File: config.mk
export PLATFORM = sky130hd
export DESIGN_NAME = vga_timing_generator_flat
export DESIGN_NICKNAME = d
export VERILOG_FILES = /design/src/rtl/vga_timing_pkg.sv /design/src/rtl/vga_timing_generator_if.sv /design/src/rtl/vga_axis_counter.sv /design/src/rtl/vga_timing_generator.sv /design/src/flat_wrapper.sv
export SDC_FILE = /design/constraint.sdc
export NUM_CORES = 1
export LEC_CHECK = 0
export BUFFER_PORTS_ARGS = -buffer_cell sky130_fd_sc_hd__buf_2
export CORE_ASPECT_RATIO = 1.2
export CORE_MARGIN = 2
export CORE_UTILIZATION = 35
export CTS_CLUSTER_DIAMETER = 40
export CTS_CLUSTER_SIZE = 12
export DETAILED_ROUTE_END_ITERATION = 16
export PLACE_DENSITY = 0.46
export SLEW_MARGIN = 0
export SYNTH_ARGS = -nofsm -noshare
export SYNTH_HDL_FRONTEND = slang
export SYNTH_HIERARCHICAL = 1
export SYNTH_SLANG_ARGS = --single-unit
export TNS_END_PERCENT = 30
File: constraint.sdc
create_clock -name clk -period 7.5 [get_ports clk]
set_input_delay 0.75 -clock clk [delete_from_list [all_inputs] [get_ports clk]]
set_output_delay 0.75 -clock clk [all_outputs]
set_load 0.02 [all_outputs]
File: src/rtl/vga_timing_pkg.sv
// Shared types and constants for the raster timing generator.
// axis_t describes one scan axis (active, front porch, sync, back porch).
package vga_timing_pkg;

    typedef struct packed {
        int unsigned active;
        int unsigned fp;
        int unsigned sync;
        int unsigned bp;
    } vga_axis_t;

    localparam vga_axis_t VGA_640X480_H = '{active: 32'd640, fp: 32'd16, sync: 32'd96, bp: 32'd48};
    localparam vga_axis_t VGA_640X480_V = '{active: 32'd480, fp: 32'd10, sync: 32'd2,  bp: 32'd33};

    // Total period of one axis in counts (pixels per line or lines per frame).
    function automatic int unsigned axis_total(input vga_axis_t axis);
        return axis.active + axis.fp + axis.sync + axis.bp;
    endfunction

endpackage

File: src/rtl/vga_timing_generator_if.sv
// Pixel-domain bundle between the timing generator and its consumers.
// Optional macro VTG_FRAME_CNT_EN adds the frame_count signal.
interface vga_timing_generator_if #(
    parameter int CNT_W = 12
);
    logic             pix_en;
    logic             vga_h_sync;
    logic             vga_v_sync;
    logic             de;
    logic             h_blank;
    logic             v_blank;
    logic             line_start;
    logic             frame_start;
    logic [CNT_W-1:0] pos_x;
    logic [CNT_W-1:0] pos_y;
`ifdef VTG_FRAME_CNT_EN
    logic [7:0]       frame_count;
`endif

    // Consumer side: supplies the pixel enable, receives timing.
    modport master (
        output pix_en,
`ifdef VTG_FRAME_CNT_EN
        input  frame_count,
`endif
        input  vga_h_sync,
        input  vga_v_sync,
        input  de,
        input  h_blank,
        input  v_blank,
        input  line_start,
        input  frame_start,
        input  pos_x,
        input  pos_y
    );

    // Generator side.
    modport slave (
        input  pix_en,
`ifdef VTG_FRAME_CNT_EN
        output frame_count,
`endif
        output vga_h_sync,
        output vga_v_sync,
        output de,
        output h_blank,
        output v_blank,
        output line_start,
        output frame_start,
        output pos_x,
        output pos_y
    );
endinterface

File: src/rtl/vga_axis_counter.sv
// One raster axis: a wrapping position counter plus combinational decode of
// the terminal count, sync window and blanking region for the current count.
module vga_axis_counter
    import vga_timing_pkg::*;
#(
    parameter int CNT_W = 12
) (
    input  logic             clk,
    input  logic             rst_n,
    input  logic             cnt_en,
    input  vga_axis_t        timing,
    output logic [CNT_W-1:0] count,
    output logic             wrap,
    output logic             sync_active,
    output logic             blank
);
    localparam logic [CNT_W-1:0] CNT_ONE = CNT_W'(1'b1);

    logic [CNT_W-1:0] count_r;
    logic [CNT_W-1:0] active_end_s;
    logic [CNT_W-1:0] sync_first_s;
    logic [CNT_W-1:0] sync_last_s;
    logic [CNT_W-1:0] last_s;

    // Axis landmarks expressed in counter units.
    always_comb begin
        active_end_s = CNT_W'(timing.active);
        sync_first_s = CNT_W'(timing.active + timing.fp);
        sync_last_s  = CNT_W'(timing.active + timing.fp + timing.sync - 32'd1);
        last_s       = CNT_W'(axis_total(timing) - 32'd1);
    end

    // Position counter: advances on cnt_en and returns to 0 after the last count.
    always_ff @(posedge clk) begin
        if (!rst_n) begin
            count_r <= '0;
        end else if (cnt_en) begin
            if (count_r == last_s) begin
                count_r <= '0;
            end else begin
                count_r <= count_r + CNT_ONE;
            end
        end
    end

    assign count       = count_r;
    assign wrap        = (count_r == last_s);
    assign sync_active = (count_r >= sync_first_s) && (count_r <= sync_last_s);
    assign blank       = (count_r >= active_end_s);

endmodule

File: src/rtl/vga_timing_generator.sv
// Parametrised raster timing generator (default 640x480@60).
// Two axis counters produce a position snapshot; every output is registered
// from that snapshot on pix_en so sync/blank/DE/strobes and pos_x/pos_y align.
// Optional macro VTG_FRAME_CNT_EN adds an 8-bit completed-frame counter.
module vga_timing_generator
    import vga_timing_pkg::*;
#(
    parameter int unsigned H_ACTIVE = VGA_640X480_H.active,
    parameter int unsigned H_FP     = VGA_640X480_H.fp,
    parameter int unsigned H_SYNC   = VGA_640X480_H.sync,
    parameter int unsigned H_BP     = VGA_640X480_H.bp,
    parameter int unsigned V_ACTIVE = VGA_640X480_V.active,
    parameter int unsigned V_FP     = VGA_640X480_V.fp,
    parameter int unsigned V_SYNC   = VGA_640X480_V.sync,
    parameter int unsigned V_BP     = VGA_640X480_V.bp,
    parameter bit          H_POL    = 1'b0,
    parameter bit          V_POL    = 1'b0,
    parameter int          CNT_W    = 12
) (
    input logic                   clk,
    input logic                   rst_n,
    vga_timing_generator_if.slave vif
);
    localparam vga_axis_t H_AXIS = '{active: H_ACTIVE, fp: H_FP, sync: H_SYNC, bp: H_BP};
    localparam vga_axis_t V_AXIS = '{active: V_ACTIVE, fp: V_FP, sync: V_SYNC, bp: V_BP};

    localparam int unsigned     H_TOTAL   = axis_total(H_AXIS);
    localparam int unsigned     V_TOTAL   = axis_total(V_AXIS);
    localparam longint unsigned CNT_RANGE = 64'd1 << CNT_W;

    // A counter that cannot reach TOTAL-1 would silently alias the raster.
    if ((64'(H_TOTAL) > CNT_RANGE) || (64'(V_TOTAL) > CNT_RANGE)) begin : g_cnt_w_too_small
        $error("vga_timing_generator: CNT_W too narrow for H_TOTAL or V_TOTAL");
    end

    logic             pix_en_s;
    logic [CNT_W-1:0] hcnt_s;
    logic [CNT_W-1:0] vcnt_s;
    logic             h_wrap_s;
    logic             v_wrap_s;
    logic             h_sync_act_s;
    logic             v_sync_act_s;
    logic             h_blank_s;
    logic             v_blank_s;
    logic             line_origin_s;

    logic             h_sync_r;
    logic             v_sync_r;
    logic             de_r;
    logic             h_blank_r;
    logic             v_blank_r;
    logic             line_start_r;
    logic             frame_start_r;
    logic [CNT_W-1:0] pos_x_r;
    logic [CNT_W-1:0] pos_y_r;
    logic             frame_origin_r;  // counters currently sit on pixel (0,0)

    assign pix_en_s = vif.pix_en;

    vga_axis_counter #(.CNT_W(CNT_W)) u_h_axis (
        .clk         (clk),
        .rst_n       (rst_n),
        .cnt_en      (pix_en_s),
        .timing      (H_AXIS),
        .count       (hcnt_s),
        .wrap        (h_wrap_s),
        .sync_active (h_sync_act_s),
        .blank       (h_blank_s)
    );

    // Lines advance only on the pixel that closes the current line, so vsync
    // edges line up with the horizontal wrap rather than with hsync.
    vga_axis_counter #(.CNT_W(CNT_W)) u_v_axis (
        .clk         (clk),
        .rst_n       (rst_n),
        .cnt_en      (pix_en_s & h_wrap_s),
        .timing      (V_AXIS),
        .count       (vcnt_s),
        .wrap        (v_wrap_s),
        .sync_active (v_sync_act_s),
        .blank       (v_blank_s)
    );

    assign line_origin_s = (hcnt_s == '0);

    // Register all outputs from one counter snapshot; hold everything while pix_en is low.
    always_ff @(posedge clk) begin
        if (!rst_n) begin
            h_sync_r       <= ~H_POL;
            v_sync_r       <= ~V_POL;
            de_r           <= 1'b0;
            h_blank_r      <= 1'b0;
            v_blank_r      <= 1'b0;
            line_start_r   <= 1'b0;
            frame_start_r  <= 1'b0;
            pos_x_r        <= '0;
            pos_y_r        <= '0;
            frame_origin_r <= 1'b1;
        end else if (pix_en_s) begin
            h_sync_r       <= ~(h_sync_act_s ^ H_POL);
            v_sync_r       <= ~(v_sync_act_s ^ V_POL);
            de_r           <= ~h_blank_s & ~v_blank_s;
            h_blank_r      <= h_blank_s;
            v_blank_r      <= v_blank_s;
            line_start_r   <= line_origin_s;
            frame_start_r  <= frame_origin_r;
            pos_x_r        <= hcnt_s;
            pos_y_r        <= vcnt_s;
            frame_origin_r <= h_wrap_s & v_wrap_s;
        end
    end

    assign vif.vga_h_sync  = h_sync_r;
    assign vif.vga_v_sync  = v_sync_r;
    assign vif.de          = de_r;
    assign vif.h_blank     = h_blank_r;
    assign vif.v_blank     = v_blank_r;
    assign vif.line_start  = line_start_r;
    assign vif.frame_start = frame_start_r;
    assign vif.pos_x       = pos_x_r;
    assign vif.pos_y       = pos_y_r;

`ifdef VTG_FRAME_CNT_EN
    logic [7:0] frame_count_r;
    logic       awaiting_first_r;  // no pixel accepted since reset

    // Count completed frames; the frame opened by the first pixel after reset is frame 0.
    always_ff @(posedge clk) begin
        if (!rst_n) begin
            frame_count_r    <= 8'd0;
            awaiting_first_r <= 1'b1;
        end else if (pix_en_s) begin
            awaiting_first_r <= 1'b0;
            if (frame_origin_r && !awaiting_first_r) begin
                frame_count_r <= frame_count_r + 8'd1;
            end
        end
    end

    assign vif.frame_count = frame_count_r;
`else
    // Frame counter not built; frame_origin_r alone drives frame_start.
`endif

endmodule

File: src/flat_wrapper.sv
// flat-port wrapper written by rule: the top's interface ports become plain ports
module vga_timing_generator_flat import vga_timing_pkg::*;
#(
    parameter int unsigned H_ACTIVE = VGA_640X480_H.active,
    parameter int unsigned H_FP     = VGA_640X480_H.fp,
    parameter int unsigned H_SYNC   = VGA_640X480_H.sync,
    parameter int unsigned H_BP     = VGA_640X480_H.bp,
    parameter int unsigned V_ACTIVE = VGA_640X480_V.active,
    parameter int unsigned V_FP     = VGA_640X480_V.fp,
    parameter int unsigned V_SYNC   = VGA_640X480_V.sync,
    parameter int unsigned V_BP     = VGA_640X480_V.bp,
    parameter bit          H_POL    = 1'b0,
    parameter bit          V_POL    = 1'b0,
    parameter int          CNT_W    = 12
)
  (clk, rst_n, vif_pix_en, vif_vga_h_sync, vif_vga_v_sync, vif_de, vif_h_blank, vif_v_blank, vif_line_start, vif_frame_start, vif_pos_x, vif_pos_y);
  vga_timing_generator_if #(.CNT_W(CNT_W)) vif_i ();
  input logic clk;
  input logic rst_n;
  input wire logic [$bits(vif_i.pix_en)-1:0] vif_pix_en;
  output wire logic [$bits(vif_i.vga_h_sync)-1:0] vif_vga_h_sync;
  output wire logic [$bits(vif_i.vga_v_sync)-1:0] vif_vga_v_sync;
  output wire logic [$bits(vif_i.de)-1:0] vif_de;
  output wire logic [$bits(vif_i.h_blank)-1:0] vif_h_blank;
  output wire logic [$bits(vif_i.v_blank)-1:0] vif_v_blank;
  output wire logic [$bits(vif_i.line_start)-1:0] vif_line_start;
  output wire logic [$bits(vif_i.frame_start)-1:0] vif_frame_start;
  output wire logic [$bits(vif_i.pos_x)-1:0] vif_pos_x;
  output wire logic [$bits(vif_i.pos_y)-1:0] vif_pos_y;
  assign vif_i.pix_en = vif_pix_en;
  assign vif_vga_h_sync = vif_i.vga_h_sync;
  assign vif_vga_v_sync = vif_i.vga_v_sync;
  assign vif_de = vif_i.de;
  assign vif_h_blank = vif_i.h_blank;
  assign vif_v_blank = vif_i.v_blank;
  assign vif_line_start = vif_i.line_start;
  assign vif_frame_start = vif_i.frame_start;
  assign vif_pos_x = vif_i.pos_x;
  assign vif_pos_y = vif_i.pos_y;
  vga_timing_generator #(.H_ACTIVE(H_ACTIVE), .H_FP(H_FP), .H_SYNC(H_SYNC), .H_BP(H_BP), .V_ACTIVE(V_ACTIVE), .V_FP(V_FP), .V_SYNC(V_SYNC), .V_BP(V_BP), .H_POL(H_POL), .V_POL(V_POL), .CNT_W(CNT_W)) u_core (.clk(clk), .rst_n(rst_n), .vif(vif_i));
endmodule
==> summary.txt, run 1 <==
Global route
  • Vias in the first global route: 6,248
  • Total congestion overflow: 0
  • Total GRT Usage: 15.0%
  • Global-route wire length before repair: 30,200 µm
  • Initial antenna violation count: 0
  • Largest net degree at the start of global routing: 52

Setup path
  • Kind of critical path: reg2reg
  • Worst path arrival time: 3050 ps
  • Slowest cell on crit path: dfxtp_1
  • Crit start category: register
  • CP max FO: 8
  • WP buf/inv: 0
  • Worst-path cell chain: xnor2_1 -> nor4_1 -> nand3_1 -> nor4_1 -> and3_1 -> and2_4 -> and3_1 -> nand3_1 -> nor2_1 -> nand4_1 -> xor2_1 -> nor2_1
  • CP max stage delay: 540 ps
  • CP Capture Type: register
  • Family with the most delay on the worst path: simple AND/OR/NAND/NOR gates
  • Critical path required time: 7650 ps

STA
  • RSZ-0062 raised after global routing: no
  • Fin. Hold Viols: 0
  • Relative max-transition margin: 47.4%
  • Setup violators final: 0
  • Total negative slack: 0 ps
  • Final min period: 2900 ps
  • Max Fclk: 345 MHz
  • Slew Limit Fails: 0
  • Skew final: 4.45 ps
  • Crit share post-route: 38.7%
  • Worst-Margin Slew: 784 ps

Clocking
  • Longest Clk Path Bufs: 2
  • Clock tree sinks: 56
  • Num CTS Buffers: 5
  • Clock network latency to the later pin of the worst-skew pair: 290 ps
  • CTS root buf: clkbuf_16
  • CTS Hold Bufs: 0
  • CTS tree: built
  • Post-cts sizing count: 0
  • H-tree levels: 2
  • Worst-path clk slew: 70 ps
  • Post-CTS Setup Inserts: 0

Pwr
  • Combinational share of power: 74.0%
  • Clk pwr share: 11.5%
  • Peak supply drop: 0.109 mV
  • Flop pwr share: 14.5%
  • P_sw: 0.000962 W
  • Sw Ratio: 46.0%
  • Cell Pwr Density: 228 nW/µm²
  • Power, Total: 0.00209 W
  • Internal power: 0.00113 W
  • LEAKAGE: 4.71 nW

Floorplanning
  • Starting Density: 35.4%
  • Die X: 143 µm
  • Die footprint: 24,400 µm²
  • IO Count: 34
  • Cell row count: 61
  • Die height: 171 µm
  • Core ar.: 23,000 µm²

Synth
  • Synthesized instance count: 1,018
  • Synth top area cells: ha_1 (25%), dfxtp_1 (14%), xnor2_1 (6.8%)
  • Async S/R FF share, synth: 0%
  • Register area share after synthesis: 13.8%
  • Synth top area share: 25.0%
  • Number of synthesized flops with an enable pin: 0
  • Primary FF master, synth: dfxtp_1
  • Top cell type by total area after synthesis: ha_1
  • Post-synth top cells: ha_1 (162), inv_1 (134), nor2_1 (70)
  • Avg Inst Size Synth: 7.98 µm²
  • Count leader, synth: ha_1
  • Post-Syn Area: 8120 µm²
  • Synth warn: 6
  • Number of synthesized register bits: 56
  • Post-synth cell types: 77

Flow run
  • Maxcap violations: 0

Final layout
  • Area delta synth->final: 13.2%
  • Fillers: 2,451
  • Fin cells: 1,487
  • Layout cell share with drive strength beyond 1: 5.72%
  • Util after Layout: 40.0%
  • Antenna Cells: 0
  • Nets@finish: 1,342

Detailed routing
  • Top sig layer: met4
  • Drt pass-1 iters: 6
  • Drt drc: 0
  • Wl on met1: 8620 µm
  • Number of vias per cell: 4.59
  • Drt initial violations: 223
  • Met2 routed WL: 9030 µm
  • Routed wire length: 18,000 µm
  • Wire per inst: 12.1 µm
  • DRT antenna net count: 0
  • Met3 WL: 206 µm
  • Vias: 6,823

Place
  • RePlAce Congestion: 0.797
  • Hpwl dp: 15,000 µm
  • Buffers on Ports: 33
  • DP Cell Count: 1,479

Min path
  • HP Class: reg2reg

Outcome
  • Status: completed
flip-flops by register name, summed over array words and instances (netlist names):
signal                  cells
u_core/vif.pos_y           12
u_core/vif.frame_start      1
u_core/vif.h_blank          1
u_core/vif.de               1
u_core/u_h_axis/count      12
u_core/vif.vga_v_sync       1
u_core/vif.v_blank          1
u_core/u_v_axis/count      12
u_core/vif.line_start       1
u_core/frame_origin_r       1
u_core/vif.pos_x           12
u_core/vif.vga_h_sync       1
power groups by stage:
stage / clock, W / sequential, W / combinational [W]
after detailed placement: 0 / 0.000311 / 0.00134
after global routing: 0.000260 / 0.000305 / 0.00177
after floorplan: 0 / 0.000312 / 0.00128
after global placement: 0 / 0.000311 / 0.00134
final: 0.000240 / 0.000304 / 0.00155
after CTS: 0.000248 / 0.000304 / 0.00135
final timing paths:
check | slack [ps] | cells past startpoint | start | endpoint
worst max-delay path | 4600 | 12 | u_core/u_h_axis/count[3]$_SDFFE_PN0P_ | u_core/u_v_axis/count[11]$_SDFFE_PN0P_
worst min-delay path | 470 | 2 | u_core/vif.line_start$_SDFFE_PN0P_ | u_core/vif.line_start$_SDFFE_PN0P_
worst max register to register | 4600 | 12 | u_core/u_h_axis/count[3]$_SDFFE_PN0P_ | u_core/u_v_axis/count[11]$_SDFFE_PN0P_
worst min register to register | 470 | 2 | u_core/vif.line_start$_SDFFE_PN0P_ | u_core/vif.line_start$_SDFFE_PN0P_
tightest hold or removal path: cells and delay by family (launching register included):
family	cells	cell delay, ps
DFF	1	310
and+or+nand+nor	1	50
AOI/OAI and AO/OA	1	60
kinds of logic after synthesis:
group           share of synthesized area (%)
simple gates                             18.6
compound gates                           17.1
fa+ha+maj                                26.4
buf+inv                                  7.69
xor+xnor                                 12.6
flops                                    13.8
mux                                      3.71
other cells                            0.0925
cell type report:
cell class,instances,area [µm²],area share [%]
well taps,315,394,4.29
clock inverters,1,7.51,0.0817
flip-flops and latches,56,1120,12.2
multi-input cells,939,6850,74.5
inverters,134,503,5.47
repair buffers,35,180,1.96
clock buffers,7,143,1.55
metrics by stage:
| stage | hold WS, ps | cell area, µm² | setup WS [ps] |
|---|---|---|---|
| 2_1_floorplan | 448 | 8590 | 4760 |
| 3_3_place_gp | 446 | 9040 | 4580 |
| 3_5_place_dp | 457 | 9040 | 4580 |
| 4_1_cts | 468 | 9190 | 4580 |
| 5_1_grt | 515 | 9190 | 4290 |
| 6_report | 470 | 9190 | 4600 |
per-layer routing:
metal  vias to the layer above  GRT usage, %
met4                         0          2.24
li1                       3733             -
met5                         -             0
met1                      3045          19.2
met3                         9          1.32
met2                        36          27.6
cells in the final DEF, fill, tap and decap left out, types with 18 or more instances in the layout:
cell type | netlist | routed
xnor2_1 | 63 | 63
buf_2 | 1 | 33
conb_1 | 2 | 127
nand4_1 | 18 | 18
o21ai_0 | 42 | 42
a21o_1 | 30 | 30
nand2_1 | 61 | 61
nor2_1 | 70 | 70
dfxtp_1 | 56 | 56
ha_1 | 162 | 162
mux2i_1 | 29 | 29
nor2b_1 | 40 | 40
a21oi_1 | 51 | 51
xor2_1 | 51 | 51
inv_1 | 134 | 134
Note: power is estimated with default switching activity, not from simulation.
==> run 2: changes to the inputs <==
Settings changed: PLACE_DENSITY 0.46 to 0.48.
Clock period 7.5 ns to 2.54 ns, I/O delays scaled along.
==> run 2 against run 1 <==
Against the previous run: combinational power grew to 3.1 times the previous value; sequential share of layout area is 0.34 points lower; clock skew rose by 5.8 ps; first-iteration DRC count is 11% higher; critical path depth is 1 higher; sequential cell count is the same; critical endpoint is now u_core/u_v_axis/count[9]$_SDFFE_PN0P_; largest cell class unchanged.
==> summary.txt, run 2 (same netlist as run 1, synthesis figures left out) <==
STA
  • Setup violators final: 0 (unchanged)
  • RSZ-0062 raised after global routing: no
  • Max Fclk: 424 MHz (+23%)
  • Fin. Hold Viols: 0 (unchanged)
  • Crit share post-route: 92.9% (+54 points)
  • Final min period: 2360 ps (-541 ps)
  • Worst-Margin Slew: 635 ps (-149 ps)
  • Relative max-transition margin: 57.4% (+10 points)
  • Slew Limit Fails: 0 (unchanged)
  • Skew final: 10.2 ps (+5.80 ps)

Final layout
  • Util after Layout: 41.2% (+1.2 points)
  • Nets@finish: 1,374 (+2.4%)
  • Commonest non-fill, non-tap cell in the layout: ha_1
  • Layout cell share with drive strength beyond 1: 8.80% (+3.1 points)
  • Most frequent cells in the layout: ha_1 (162), inv_1 (134), conb_1 (127)
  • Area delta synth->final: 16.6%
  • Fin cells: 1,519 (+2.2%)
  • Antenna Cells: 0 (unchanged)

Setup path
  • Reg2reg path depth: 13 (+1)
  • Crit start category: register
  • FF-to-FF setup slack: 180 ps (-4420 ps)
  • Kind of critical path: reg2reg
  • CP Capture Type: register
  • Worst path arrival time: 2610 ps (-440 ps)
  • Reg2reg start: u_core/u_h_axis/count[0]$_SDFFE_PN0P_
  • CP max FO: 3 (-5)
  • Capturing point of the worst reg2reg path: u_core/u_v_axis/count[9]$_SDFFE_PN0P_
  • Critical path required time: 2790 ps (-4860 ps)

Detailed routing
  • Wl on met1: 8710 µm (+0.95%)
  • Met3 WL: 239 µm (+16%)
  • DRT antenna net count: 0 (unchanged)
  • Routed wire length: 19,800 µm (+9.9%)
  • Number of vias per cell: 4.66 (+1.5%)
  • Drt drc: 0 (unchanged)
  • Top sig layer: met4
  • Drt initial violations: 248 (+11%)
  • Wire per inst: 13.0 µm (+7.6%)
  • Met2 routed WL: 10,400 µm (+16%)
  • Vias: 7,077 (+3.7%)
  • Drt pass-1 iters: 5 (-1)

Floorplanning
  • Core ar.: 23,000 µm² (unchanged)
  • Die footprint: 24,400 µm² (unchanged)
  • IO Count: 34 (unchanged)
  • Die X: 143 µm (unchanged)
  • Cell row count: 61 (unchanged)
  • Starting Density: 35.4% (unchanged)
  • Die height: 171 µm (unchanged)

Min path
  • Hold path startpoint: rst_n
  • HP Class: in2reg
  • Hold path endpoint: u_core/u_h_axis/count[2]$_SDFFE_PN0P_
  • Worst hold stages: 3 (+1)

Clocking
  • H-tree levels: 2 (unchanged)
  • Longest Clk Path Bufs: 2 (unchanged)
  • CTS tree: built
  • Clock network latency to the later pin of the worst-skew pair: 310 ps (+20 ps)
  • CTS root buf: clkbuf_16
  • Num CTS Buffers: 5 (unchanged)
  • Worst-path clk slew: 80 ps (about the same)
  • Clock tree sinks: 56 (unchanged)

Flow run
  • Maxcap violations: 0 (unchanged)

Global route
  • Largest net degree at the start of global routing: 26 (-50%)
  • Global-route wire length before repair: 33,000 µm (+9.4%)
  • Total GRT Usage: 16.7% (+1.7 points)
  • Vias in the first global route: 6,634 (+6.2%)
  • Initial antenna violation count: 0 (unchanged)
  • Total congestion overflow: 0 (unchanged)

Outcome
  • Status: completed

Pwr
  • Cell Pwr Density: 673 nW/µm² (+200%)
  • LEAKAGE: 4.88 nW (+3.6%)
  • Peak supply drop: 0.660 mV (+510%)

Place
  • RePlAce Congestion: 0.757 (-5.0%)
  • Buffers on Ports: 33 (unchanged)
  • Hpwl dp: 16,700 µm (+11%)
  • DP Cell Count: 1,508 (+2.0%)
==> run 2: cell types whose count changed in the layout (fill, tap and decap cells not counted), sizes merged <==
cell,previous run,this run
buf,35,67
clkbuf,7,6
clkinv,0,1
clkinvlp,1,0
inv,134,135
==> run 2: cell type report <==
cell class              instances  area (µm²)
inverters                     134         503
repair buffers                 67         420
fillers                      2387       13500
clock buffers                   6         129
clock inverters                 2        13.8
flip-flops and latches         56        1120
well taps                     315         394
multi-input cells             939        6890
==> run 2: worst max-delay path, cell delays in order (launching register included) <==
cell     delay (ps)
dfxtp_2         340
xnor2_1         100
nor4_2          320
nand3_1         180
nor4_1          170
and3_1          220
and2_4          160
and3_4          200
nand3_4         100
nor2_4          120
buf_4           120
nand2_1          60
xor2_1          140
nor2_1           90
==> run 2: per-stage QoR <==
stage	hold WS, ps	setup TNS (ps)	setup slack, ps	area, µm²	power (W)
CTS	376	0	5.40	9420	0.00577
detailed placement	481	-42.3	-42.3	9270	0.00501
global placement	471	-25.3	-25.3	9270	0.00501
global route	404	0	19.1	9470	0.00713
finish	385	0	180	9470	0.00637
floorplan	382	0	34.2	8600	0.00472
==> run 2: how the worst max path moves through the flow <==
| stage | from | end | slack [ps] |
|---|---|---|---|
| finish | u_core/u_h_axis/count[0]$_SDFFE_PN0P_ | u_core/u_v_axis/count[9]$_SDFFE_PN0P_ | 180 |
| global route | u_core/u_h_axis/count[1]$_SDFFE_PN0P_ | u_core/vif.vga_h_sync$_SDFFE_PN1P_ | 20 |
| CTS | u_core/u_h_axis/count[3]$_SDFFE_PN0P_ | u_core/u_v_axis/count[11]$_SDFFE_PN0P_ | 5 |
| detailed placement | u_core/u_h_axis/count[3]$_SDFFE_PN0P_ | u_core/u_v_axis/count[11]$_SDFFE_PN0P_ | -40 |
| global placement | u_core/u_h_axis/count[3]$_SDFFE_PN0P_ | u_core/u_v_axis/count[11]$_SDFFE_PN0P_ | -30 |
| floorplan | u_core/u_h_axis/count[2]$_SDFFE_PN0P_ | u_core/u_v_axis/count[11]$_SDFFE_PN0P_ | 30 |
==> run 2: timing repair <==
item / in CTS / in global routing
resized for setup: 1 / 8
hold buffers: 0 / 0
cloned: 0 / 0
setup endpoints to repair: 2 / 12
setup buffers: 0 / 3
pin swaps: 2 / 7
endpoints found under the hold margin: 0 / 0
==> run 2: routing by layer <==
layer / track usage, % / up-vias
met1: 19.7 / 3215
met2: 32.0 / 49
met3: 1.37 / 17
li1: - / 3796
met4: 4.39 / 0
met5: 0 / -
==> run 2: report_power, final <==
group	internal [W]	total [W]	switching, W
clock network	0.000370	0.000719	0.000349
registers	0.000887	0.000893	0.00000614
logic	0.00212	0.00476	0.00264
